File: src/rtl/cpu_control_fsm.sv
// ============================================================================
// cpu_control_fsm : multi-cycle RV32I control sequencer with memory handshake
// Revision        : 1.0  initial release
// ============================================================================
`default_nettype none

module cpu_control_fsm #(
    parameter int unsigned MEM_TIMEOUT = 255
) (
    input  logic        clk,
    input  logic        rst_n,
    input  logic [31:0] instr,
    input  logic        branch_taken,
    input  logic        mem_ready,
    output logic        mem_req,
    output logic        mem_we,
    output logic        mem_sel_data,
    output logic        ir_we,
    output logic        pc_we,
    output logic [1:0]  pc_src,
    output logic [1:0]  alu_a_sel,
    output logic        alu_b_sel,
    output logic        rf_we,
    output logic [1:0]  wb_sel,
    output logic [2:0]  state,
    output logic        illegal_instr,
    output logic        bus_error
);

    typedef enum logic [2:0] {
        ST_START     = 3'd0,
        ST_FETCH     = 3'd1,
        ST_DECODE    = 3'd2,
        ST_EXECUTE   = 3'd3,
        ST_MEMORY    = 3'd4,
        ST_WRITEBACK = 3'd5,
        ST_TRAP      = 3'd6
    } state_t;

    localparam logic [6:0] OP_R     = 7'b0110011;
    localparam logic [6:0] OP_I     = 7'b0010011;
    localparam logic [6:0] OP_LOAD  = 7'b0000011;
    localparam logic [6:0] OP_S     = 7'b0100011;
    localparam logic [6:0] OP_B     = 7'b1100011;
    localparam logic [6:0] OP_JAL   = 7'b1101111;
    localparam logic [6:0] OP_JALR  = 7'b1100111;
    localparam logic [6:0] OP_LUI   = 7'b0110111;
    localparam logic [6:0] OP_AUIPC = 7'b0010111;

    localparam int unsigned CNT_W = (MEM_TIMEOUT < 2) ? 1 : $clog2(MEM_TIMEOUT + 1);
    localparam logic        TIMEOUT_EN = (MEM_TIMEOUT != 0);

    state_t             state_q, state_d;
    logic [CNT_W-1:0]   cnt_q, cnt_d;
    logic               illegal_q, illegal_d;
    logic               bus_err_q, bus_err_d;

    logic [6:0] w_opcode;
    logic       w_is_r, w_is_i, w_is_load, w_is_s, w_is_b;
    logic       w_is_jal, w_is_jalr, w_is_lui, w_is_auipc, w_legal;
    logic       w_expire;
    logic       w_unused_instr;

    assign w_opcode       = instr[6:0];
    assign w_unused_instr = ^instr[31:7];

    assign w_is_r     = (w_opcode == OP_R);
    assign w_is_i     = (w_opcode == OP_I);
    assign w_is_load  = (w_opcode == OP_LOAD);
    assign w_is_s     = (w_opcode == OP_S);
    assign w_is_b     = (w_opcode == OP_B);
    assign w_is_jal   = (w_opcode == OP_JAL);
    assign w_is_jalr  = (w_opcode == OP_JALR);
    assign w_is_lui   = (w_opcode == OP_LUI);
    assign w_is_auipc = (w_opcode == OP_AUIPC);
    assign w_legal    = w_is_r | w_is_i | w_is_load | w_is_s | w_is_b |
                        w_is_jal | w_is_jalr | w_is_lui | w_is_auipc;

    // Expiry is judged on the count this wait cycle would reach
    assign w_expire = TIMEOUT_EN && ((32'(cnt_q) + 32'd1) >= MEM_TIMEOUT);

    assign alu_a_sel = w_is_auipc ? 2'd1 : (w_is_lui ? 2'd2 : 2'd0);
    assign alu_b_sel = ~(w_is_r | w_is_b);

    always_comb begin
        state_d      = state_q;
        cnt_d        = '0;
        illegal_d    = illegal_q;
        bus_err_d    = bus_err_q;
        mem_req      = 1'b0;
        mem_we       = 1'b0;
        mem_sel_data = 1'b0;
        ir_we        = 1'b0;
        pc_we        = 1'b0;
        pc_src       = 2'd0;
        rf_we        = 1'b0;
        wb_sel       = 2'd0;

        case (state_q)
            ST_START: begin
                state_d = ST_FETCH;
            end
            ST_FETCH: begin
                mem_req = 1'b1;
                if (mem_ready) begin
                    ir_we   = 1'b1;
                    state_d = ST_DECODE;
                end else if (w_expire) begin
                    state_d   = ST_TRAP;
                    bus_err_d = 1'b1;
                end else if (TIMEOUT_EN) begin
                    cnt_d = cnt_q + CNT_W'(1);
                end
            end
            ST_DECODE: begin
                if (w_legal) begin
                    state_d = ST_EXECUTE;
                end else begin
                    state_d   = ST_TRAP;
                    illegal_d = 1'b1;
                end
            end
            ST_EXECUTE: begin
                if (w_is_load || w_is_s) begin
                    state_d = ST_MEMORY;
                end else if (w_is_b) begin
                    pc_we   = 1'b1;
                    pc_src  = branch_taken ? 2'd1 : 2'd0;
                    state_d = ST_FETCH;
                end else begin
                    state_d = ST_WRITEBACK;
                end
            end
            ST_MEMORY: begin
                mem_req      = 1'b1;
                mem_sel_data = 1'b1;
                mem_we       = w_is_s;
                if (mem_ready) begin
                    if (w_is_s) begin
                        pc_we   = 1'b1;
                        state_d = ST_FETCH;
                    end else begin
                        state_d = ST_WRITEBACK;
                    end
                end else if (w_expire) begin
                    state_d   = ST_TRAP;
                    bus_err_d = 1'b1;
                end else if (TIMEOUT_EN) begin
                    cnt_d = cnt_q + CNT_W'(1);
                end
            end
            ST_WRITEBACK: begin
                rf_we   = 1'b1;
                pc_we   = 1'b1;
                pc_src  = w_is_jal ? 2'd1 : (w_is_jalr ? 2'd2 : 2'd0);
                wb_sel  = w_is_load ? 2'd1 : ((w_is_jal || w_is_jalr) ? 2'd2 : 2'd0);
                state_d = ST_FETCH;
            end
            ST_TRAP: begin
                state_d = ST_TRAP;
            end
            default: begin
                state_d = ST_START;
            end
        endcase
    end

    always_ff @(posedge clk or negedge rst_n) begin
        if (!rst_n) begin
            state_q   <= ST_START;
            cnt_q     <= '0;
            illegal_q <= 1'b0;
            bus_err_q <= 1'b0;
        end else begin
            state_q   <= state_d;
            cnt_q     <= cnt_d;
            illegal_q <= illegal_d;
            bus_err_q <= bus_err_d;
        end
    end

    assign state         = state_q;
    assign illegal_instr = illegal_q;
    assign bus_error     = bus_err_q;

endmodule

`default_nettype wire

File: config.mk
export PLATFORM = sky130hd
export DESIGN_NAME = cpu_control_fsm
export DESIGN_NICKNAME = d
export VERILOG_FILES = /design/src/rtl/cpu_control_fsm.sv
export SDC_FILE = /design/constraint.sdc
export NUM_CORES = 1
export LEC_CHECK = 0
export ABC_AREA = 1
export BUFFER_PORTS_ARGS = -buffer_cell sky130_fd_sc_hd__buf_2
export CAP_MARGIN = 10
export CORE_MARGIN = 2
export CORE_UTILIZATION = 49
export CTS_BUF_LIST = sky130_fd_sc_hd__clkbuf_8
export DETAILED_ROUTE_END_ITERATION = 12
export GPL_TIMING_DRIVEN = 0
export PLACE_DENSITY = 0.86
export SYNTH_ARGS = -nofsm -noshare
export SYNTH_HDL_FRONTEND = slang
export SYNTH_SLANG_ARGS = --single-unit
File: constraint.sdc
create_clock -name clk -period 4.1 [get_ports clk]
set_input_delay 0.205 -clock clk [delete_from_list [all_inputs] [get_ports clk]]
set_output_delay 0.205 -clock clk [all_outputs]
set_load 0.01 [all_outputs]
Word-level counts from Yosys, hierarchy flattened. Cells that the tools add are included.

Register bits after elaboration: 13. Logic and storage cells: 74. Output and inout port bits: 18. Input bits: 36.

Reductions and logical operators: 7. Bitwise operators: 12. $lt $le $gt $ge: 1. Muxes and demuxes: 33. $add $sub $neg: 2. Equal/unequal tests: 15.

Operator list (number): $mux W8 (3); $eq A7 B6 Y1 const B (3); $eq A7 B7 Y1 const B (3); $mux W3 (7); $pmux W3 S6 (1); $eq A7 B5 Y1 const B (2); $mux W2 (7); $mux W1 (13); $add A8 B1 Y9 const B (1); $eq A3 B3 Y1 const B (3); $ge A9 B8 Y1 const B (1); $or A1 B1 Y1 (9); $add A8 B1 Y8 const B (1); $eq A7 B2 Y1 const B (1); $eq A3 B2 Y1 const B (2); $pmux W2 S2 (1); $reduce_or A2 Y1 (2); $eq A3 B1 Y1 const B (1); $logic_not A3 Y1 (1); $not A1 Y1 (3); $pmux W1 S3 (1); $reduce_and A3 Y1 (1); $logic_or A1 B1 Y1 (2); $reduce_and A2 Y1 (1).

Longest topological paths before layout. Gate-level depths: netlist of the first run.

Word-level depth: 11. Gate-level depth with buffers: 12. Depth with buffers taken out: 12.

Worst setup path after synthesis of the first run. No wires, ideal clock.

Path type: register to register. From: register cnt_q[0]. To: register cnt_q[0]. Library setup time: 121 ps. Clock period less this slack: 1581 ps. Stages on the path, launching flop included: 11. Data required time: 3979 ps. Path slack: 2519 ps. Path buffers: 0. Arrival time: 1460 ps. Path through: dfrtp_1 inv_2 ha_1 o21bai_1 nand3_1 nor2_1 nand3_2 nand2_4 inv_6 nand2_8 nor2_2.

Word-level cells in the longest chain between the ends: 5. Elaborated cells between the ends (all ways): 6. Those cells by class: add/sub (2); order compare (1); mux (3).

RTL lines: start: declaration (RTL line 54) `logic [CNT_W-1:0] cnt_q, cnt_d;`; start signal: assignment (RTL line 176) `cnt_q <= cnt_d;`; $add A8 B1 Y9 (RTL line 80) `assign w_expire = TIMEOUT_EN && ((32'(cnt_q) + 32'd1) >= MEM_TIMEOUT);`; $ge A9 B8 Y1 (RTL line 80); $mux W8 * (RTL line 108) `end else if (w_expire) begin`; $mux W8 * (RTL line 138) `if (mem_ready) begin`; $mux W8 *; named net cnt_d[0] (RTL line 54).

The timed path passes the listed nets; every way through them passes the cells marked *. A chain may end at the register's enable or synchronous reset.

Final worst setup path of the first run. Ends and elaborated chain as after synthesis.

==> results of run 1 <==
registers in the layout (all words and copies together), names as in the netlist:
register,flops
illegal_instr,1
state,3
cnt_q,8
bus_error,1
routing by layer:
metal	share of wire	vias up	global-route usage
met5	0	-	0
met2	0.50	19	0.311
met1	0.45	451	0.260
met4	0.013	0	0.0810
met3	0.038	5	0.0429
li1	-	520	-
layout make-up:
type | count | area [um^2] | share of cell area
flip-flops and latches | 13 | 325 | 0.266
clock buffers | 3 | 41.3 | 0.0337
clock inverters | 1 | 3.75 | 0.00306
multi-input cells | 105 | 572 | 0.467
repair buffers | 28 | 145 | 0.118
inverters | 23 | 91.3 | 0.0746
plain buffers | 2 | 12.5 | 0.0102
well taps | 27 | 33.8 | 0.0276
worst register-to-register path, delay by kind of cell, from the launching register on:
family,cells,cell delay [ns]
buffers and inverters,2,0.13
AOI/OAI and AO/OA,1,0.18
and+or+nand+nor,6,0.62
adders and majority gates,1,0.33
DFF,1,0.45
logic make-up (layout without fill, tap and decap cells):
kind of cell | count (synthesis) | after routing | synth area share
simple gates | 89 | 89 | 0.449
buf+inv | 25 | 57 | 0.104
compound gates | 13 | 13 | 0.0887
flops | 13 | 13 | 0.325
fa+ha+maj | 2 | 2 | 0.0250
xor+xnor | 1 | 1 | 0.00875
what timing repair did:
action                                 4_1_cts  5_1_grt
hold buffers                                 1        0
gates resized for setup                      0        0
endpoints found under the hold margin       13        0
buffers inserted                             0        0
power by group:
group | leakage, nW | internal (W) | total, W | switching (W)
sequential | 0.171 | 0.000149 | 0.000187 | 0.0000383
clock | 0.0269 | 0.0000663 | 0.000114 | 0.0000480
combinational | 0.433 | 0.0000895 | 0.000243 | 0.000153
cell usage after synthesis:
library cell  number  area [um^2]
nand2_8            1         20.0
buf_4              1         7.51
buf_2              1         5.00
nor2_1            13         48.8
o21bai_1           3         22.5
nor3_2             2         20.0
o21ai_1            3         15.0
nor3_1             7         35.0
o211ai_1           1         7.51
a21oi_1            1         5.00
nand2_4            1         11.3
nand3_2            1         10.0
nand2_2            2         12.5
inv_1             15         56.3
nand3_1           13         65.1
xor2_1             1         8.76
inv_2              7         26.3
nor4_1             2         12.5
dfrtp_1           13          325
a21o_1             1         7.51
nor2_4             2         22.5
o21ai_0            3         15.0
ha_1               2         25.0
nand2_1           36          135
inv_6              1         8.76
nor2_2             9         56.3
a21oi_4            1         16.3
final timing paths:
path	start	end	slack, ns	depth (start not counted)
min in group asynchronous	rst_n	cnt_q[1]	0.37	2
setup / recovery	cnt_q[0]	cnt_q[0]	2.28	10
hold reg to reg	illegal_instr	illegal_instr	0.45	2
setup reg to reg	cnt_q[0]	cnt_q[0]	2.28	10
max in group asynchronous	rst_n	cnt_q[4]	3.50	2
hold / removal	mem_ready	cnt_q[7]	0.31	4
metrics by stage:
step           hold slack (ns)  area [um^2]  total power (W)
2_1_floorplan          -0.0906         1000         0.000353
3_3_place_gp             0.103         1170         0.000420
3_5_place_dp             0.109         1170         0.000428
4_1_cts                  0.310         1220         0.000546
5_1_grt                  0.332         1220         0.000585
6_report                 0.306         1220         0.000544
==> impl_metrics.tcl, run 1 <==
set metrics [dict create \
    power.leakage_nw 0.630 \
    port_buffers 27 \
    finalWorstSetupSlack_ns 2.28 \
    grt_pass1_vias 890 \
    layout-drive-gt1-share 0.337 \
    hold_class "input port to flip-flop" \
    vias_per_cell 4.93 \
    start_kind "flip-flop" \
    drv_slew 0 \
    dp_slack_ns 2.34 \
    final-setup-viol-count 0 \
    placementRows 16 \
    core_area_um2 1940 \
    avgSynthCellArea_um2 7.00 \
    drc 0 \
    cpLargestDelayFamily "simple AND/OR/NAND/NOR gates" \
    cts_max_level 1 \
    min_period_over_period 0.443 \
    ys_ff_latch 13 \
    n_antenna_cell 0 \
    cts_buffers 3 \
    drt_iter0_markers 20 \
    clkSinkCount 13 \
    critPathCaptureType "flip-flop" \
    critPathSlowestCell "dfrtp_1" \
    fp.dieH_um 49.2 \
    ctsRootBufferMaster "clkbuf_8" \
    die_area_um2 2420 \
    wl_per_cell_um 10.8 \
    grt_setup_unrepaired "no" \
    synth_nets 181 \
    cp_slowest_stage_delay_ns 0.45 \
    gp_congestion 0.885 \
    yosys_warnings 0 \
    firstDrtPassIters 4 \
    path_buf_inv 2 \
    grt_pass1_wl_um 3670 \
    insertion_delay_ns 0.25 \
    crit_chain "inv_2, ha_1, o21bai_1, nand3_1, nor2_1, nand3_2, nand2_4, inv_6, nand2_8, nor2_2" \
    clkTransAtPathRegs_ns 0.05 \
    setup_tns_ns 0 \
    hold_violations 0 \
    num-nets-final 214 \
    syn-instance-count 143 \
    placedCellCount 197 \
    cts_buffer_depth 2 \
    floorplan.initialDensity 0.515 \
    timing.fmax_mhz 550 \
    io_pins 54 \
    area_growth_pct 22.4 \
    final_util 0.631 \
    finalWirelength_um 2190 \
    crit_type "flip-flop to flip-flop" \
    tightest_slew_ns 0.308 \
    num-fill-cells 170 \
    ir_drop_uv 465 \
    post-route-min-period_ns 1.82 \
    overflow 0 \
    ant_nets 0 \
    syn_area_um2 1000 \
    slew_headroom 0.793 \
    max_cap_viol_count 0 \
    grt_antenna_before_repair 0 \
    worst_clock_skew_ns 0.00130 \
    grt_usage 0.197 \
    instances_no_fill 202 \
    p_per_area_nw_per_um2 444 \
    cts_tree "yes" \
    arrival_ns 1.95 \
    synth_cell_types 27 \
    dr_total_vias 995 \
    final_cell_mix "36 x nand2_1, 28 x buf_2, 16 x inv_1" \
    hpwl_um 1740 \
    layout_commonest_cell "nand2_1" \
    cp_max_fo 7 \
    die_w_um 49.2 \
    required_ns 4.23 \
    status "finished, final reports clean" \
    grt_max_degree 14 \
    ys_seq_area_frac 0.325 \
]
No activity file was read; power rests on OpenSTA's default activity.
==> run 2: changes to the inputs <==
Settings changed: CORE_UTILIZATION 49 to 46, PLACE_DENSITY 0.86 to 0.81.
Clock period 4.1 ns to 1.9 ns, I/O delays scaled along.
==> impl_metrics.tcl, run 2 (synthesized netlist as in run 1, its figures left out) <==
set metrics [dict create \
    fp.dieH_um 50.6 \
    grt_setup_unrepaired "no" \
    tightest_slew_ns 0.320 \
    drc 0 \
    n_antenna_cell 0 \
    arrival_ns 1.88 \
    internal-power_w 0.000657 \
    final_cell_mix "36 x nand2_1, 28 x buf_2, 16 x inv_1, 13 x nand3_1, 13 x dfrtp_1" \
    vias_per_cell 5.00 \
    instances_no_fill 202 \
    path_buf_inv 2 \
    setup_tns_ns 0 \
    regArea_um2 325 \
    layout_commonest_cell "nand2_1" \
    multi_input_area_um2 574 \
    worst_clock_skew_ns 0.00854 \
    placementRows 16 \
    finalWirelength_um 2360 \
    cpLargestDelayFamily "simple AND/OR/NAND/NOR gates" \
    layout-drive-gt1-share 0.343 \
    dp_slack_ns 0.165 \
    cp_slowest_stage_delay_ns 0.43 \
    top_register "cnt_q" \
    clkSinkCount 13 \
    ctsRootBufferMaster "clkbuf_8" \
    placedCellCount 197 \
    cts_buffer_depth 2 \
    min_period_over_period 0.917 \
    drt_iter0_markers 21 \
    port_buffers 27 \
    grt_max_degree 14 \
    floorplan.initialDensity 0.500 \
    insertion_delay_ns 0.25 \
    max_cap_viol_count 0 \
    switching_share 0.447 \
    area_growth_pct 22.6 \
    cts_buffers 3 \
    cts_max_level 1 \
    status "finished, final reports clean" \
    io_pins 54 \
    fin_area_um2 1230 \
    firstDrtPassIters 4 \
    start_kind "flip-flop" \
    seqPwrFrac 0.339 \
    crit_type "flip-flop to flip-flop" \
    timing.fmax_mhz 574 \
    grt_pass1_vias 931 \
    crit_chain "inv_2, ha_1, o21bai_1, nand3_1, nor2_1, nand3_2, nand2_4, inv_6, nand2_8, nor2_2" \
    num-nets-final 214 \
    core_area_um2 2000 \
    grt_usage 0.204 \
    power.leakage_nw 0.630 \
    finalWorstSetupSlack_ns 0.157 \
    hpwl_um 1760 \
    clkTransAtPathRegs_ns 0.06 \
    placed_cell_area_um2 1170 \
    p_sw_w 0.000531 \
    grt_antenna_before_repair 0 \
    gp_congestion 0.863 \
    required_ns 2.03 \
    die_w_um 50.6 \
    cts_tree "yes" \
    p_per_area_nw_per_um2 968 \
    grt_pass1_wl_um 3890 \
    die_area_um2 2560 \
    hold_class "input port to flip-flop" \
    post-route-min-period_ns 1.74 \
    hold_violations 0 \
    num-fill-cells 195 \
    final-setup-viol-count 0 \
    dr_total_vias 1011 \
    clockPowerShare 0.212 \
    ant_nets 0 \
    critPathSlowestCell "dfrtp_1" \
    overflow 0 \
    pwr-share-comb 0.449 \
    drv_slew 0 \
    wl_per_cell_um 11.7 \
    slew_headroom 0.785 \
    ir_drop_uv 997 \
    cp_max_fo 7 \
    critPathCaptureType "flip-flop" \
    largest_reg_flops 8 \
]
==> run 2: worst reg2reg max path: stages (launching register included) <==
cell      delay, ns
dfrtp_1        0.43
inv_2          0.08
ha_1           0.32
o21bai_1       0.15
nand3_1        0.09
nor2_1         0.15
nand3_2        0.12
nand2_4        0.12
inv_6          0.05
nand2_8        0.09
nor2_2         0.04
==> run 2: final timing paths <==
| kind | from | endpoint | slack [ns] | cells past startpoint |
|---|---|---|---|---|
| setup / recovery | cnt_q[0] | cnt_q[5] | 0.16 | 10 |
| hold / removal | mem_ready | cnt_q[7] | 0.20 | 4 |
| setup reg to reg | cnt_q[0] | cnt_q[5] | 0.16 | 10 |
| hold reg to reg | bus_error | bus_error | 0.45 | 1 |
| max in group asynchronous | rst_n | cnt_q[5] | 1.40 | 2 |
| min in group asynchronous | rst_n | cnt_q[7] | 0.26 | 2 |
==> run 2: metal layers <==
metal	vias up	wire [um]	track usage
met4	0	47	0.0946
met2	37	1150	0.360
met3	6	112	0.0179
met1	445	1050	0.251
met5	-	0	0
li1	523	-	-
==> run 2: timing repair <==
action | 4_1_cts | 5_1_grt
endpoints found under the hold margin | 13 | 0
hold buffers | 1 | 0
buffers inserted | 0 | 0
gates resized for setup | 0 | 1
endpoints found under the setup margin | 0 | 8
==> run 2: power by group through the flow <==
stage          registers [W]  clock network (W)  logic (W)
2_1_floorplan       0.000404                  0   0.000357
3_3_place_gp        0.000402                  0   0.000508
3_5_place_dp        0.000405                  0   0.000522
4_1_cts             0.000400           0.000252   0.000533
5_1_grt             0.000410           0.000267   0.000595
6_report            0.000403           0.000252   0.000534
==> run 2: area by class of cell <==
| type | count | area share |
|---|---|---|
| clock inverter | 1 | 0.00306 |
| timing repair buffer | 28 | 0.118 |
| multi-input combinational | 105 | 0.468 |
| sequential | 13 | 0.265 |
| buffer | 2 | 0.0102 |
| inverter | 23 | 0.0744 |
| tap | 27 | 0.0275 |
| clock buffer | 3 | 0.0336 |
==> run 2: stage by stage <==
step / total power (W) / hold WS [ns] / utilization
after floorplan: 0.000761 / -0.201 / -
after global placement: 0.000911 / -0.00427 / 0.584
after detailed placement: 0.000926 / 0.000399 / 0.584
after CTS: 0.00119 / 0.204 / 0.612
after global routing: 0.00127 / 0.225 / 0.613
final: 0.00119 / 0.202 / 0.613
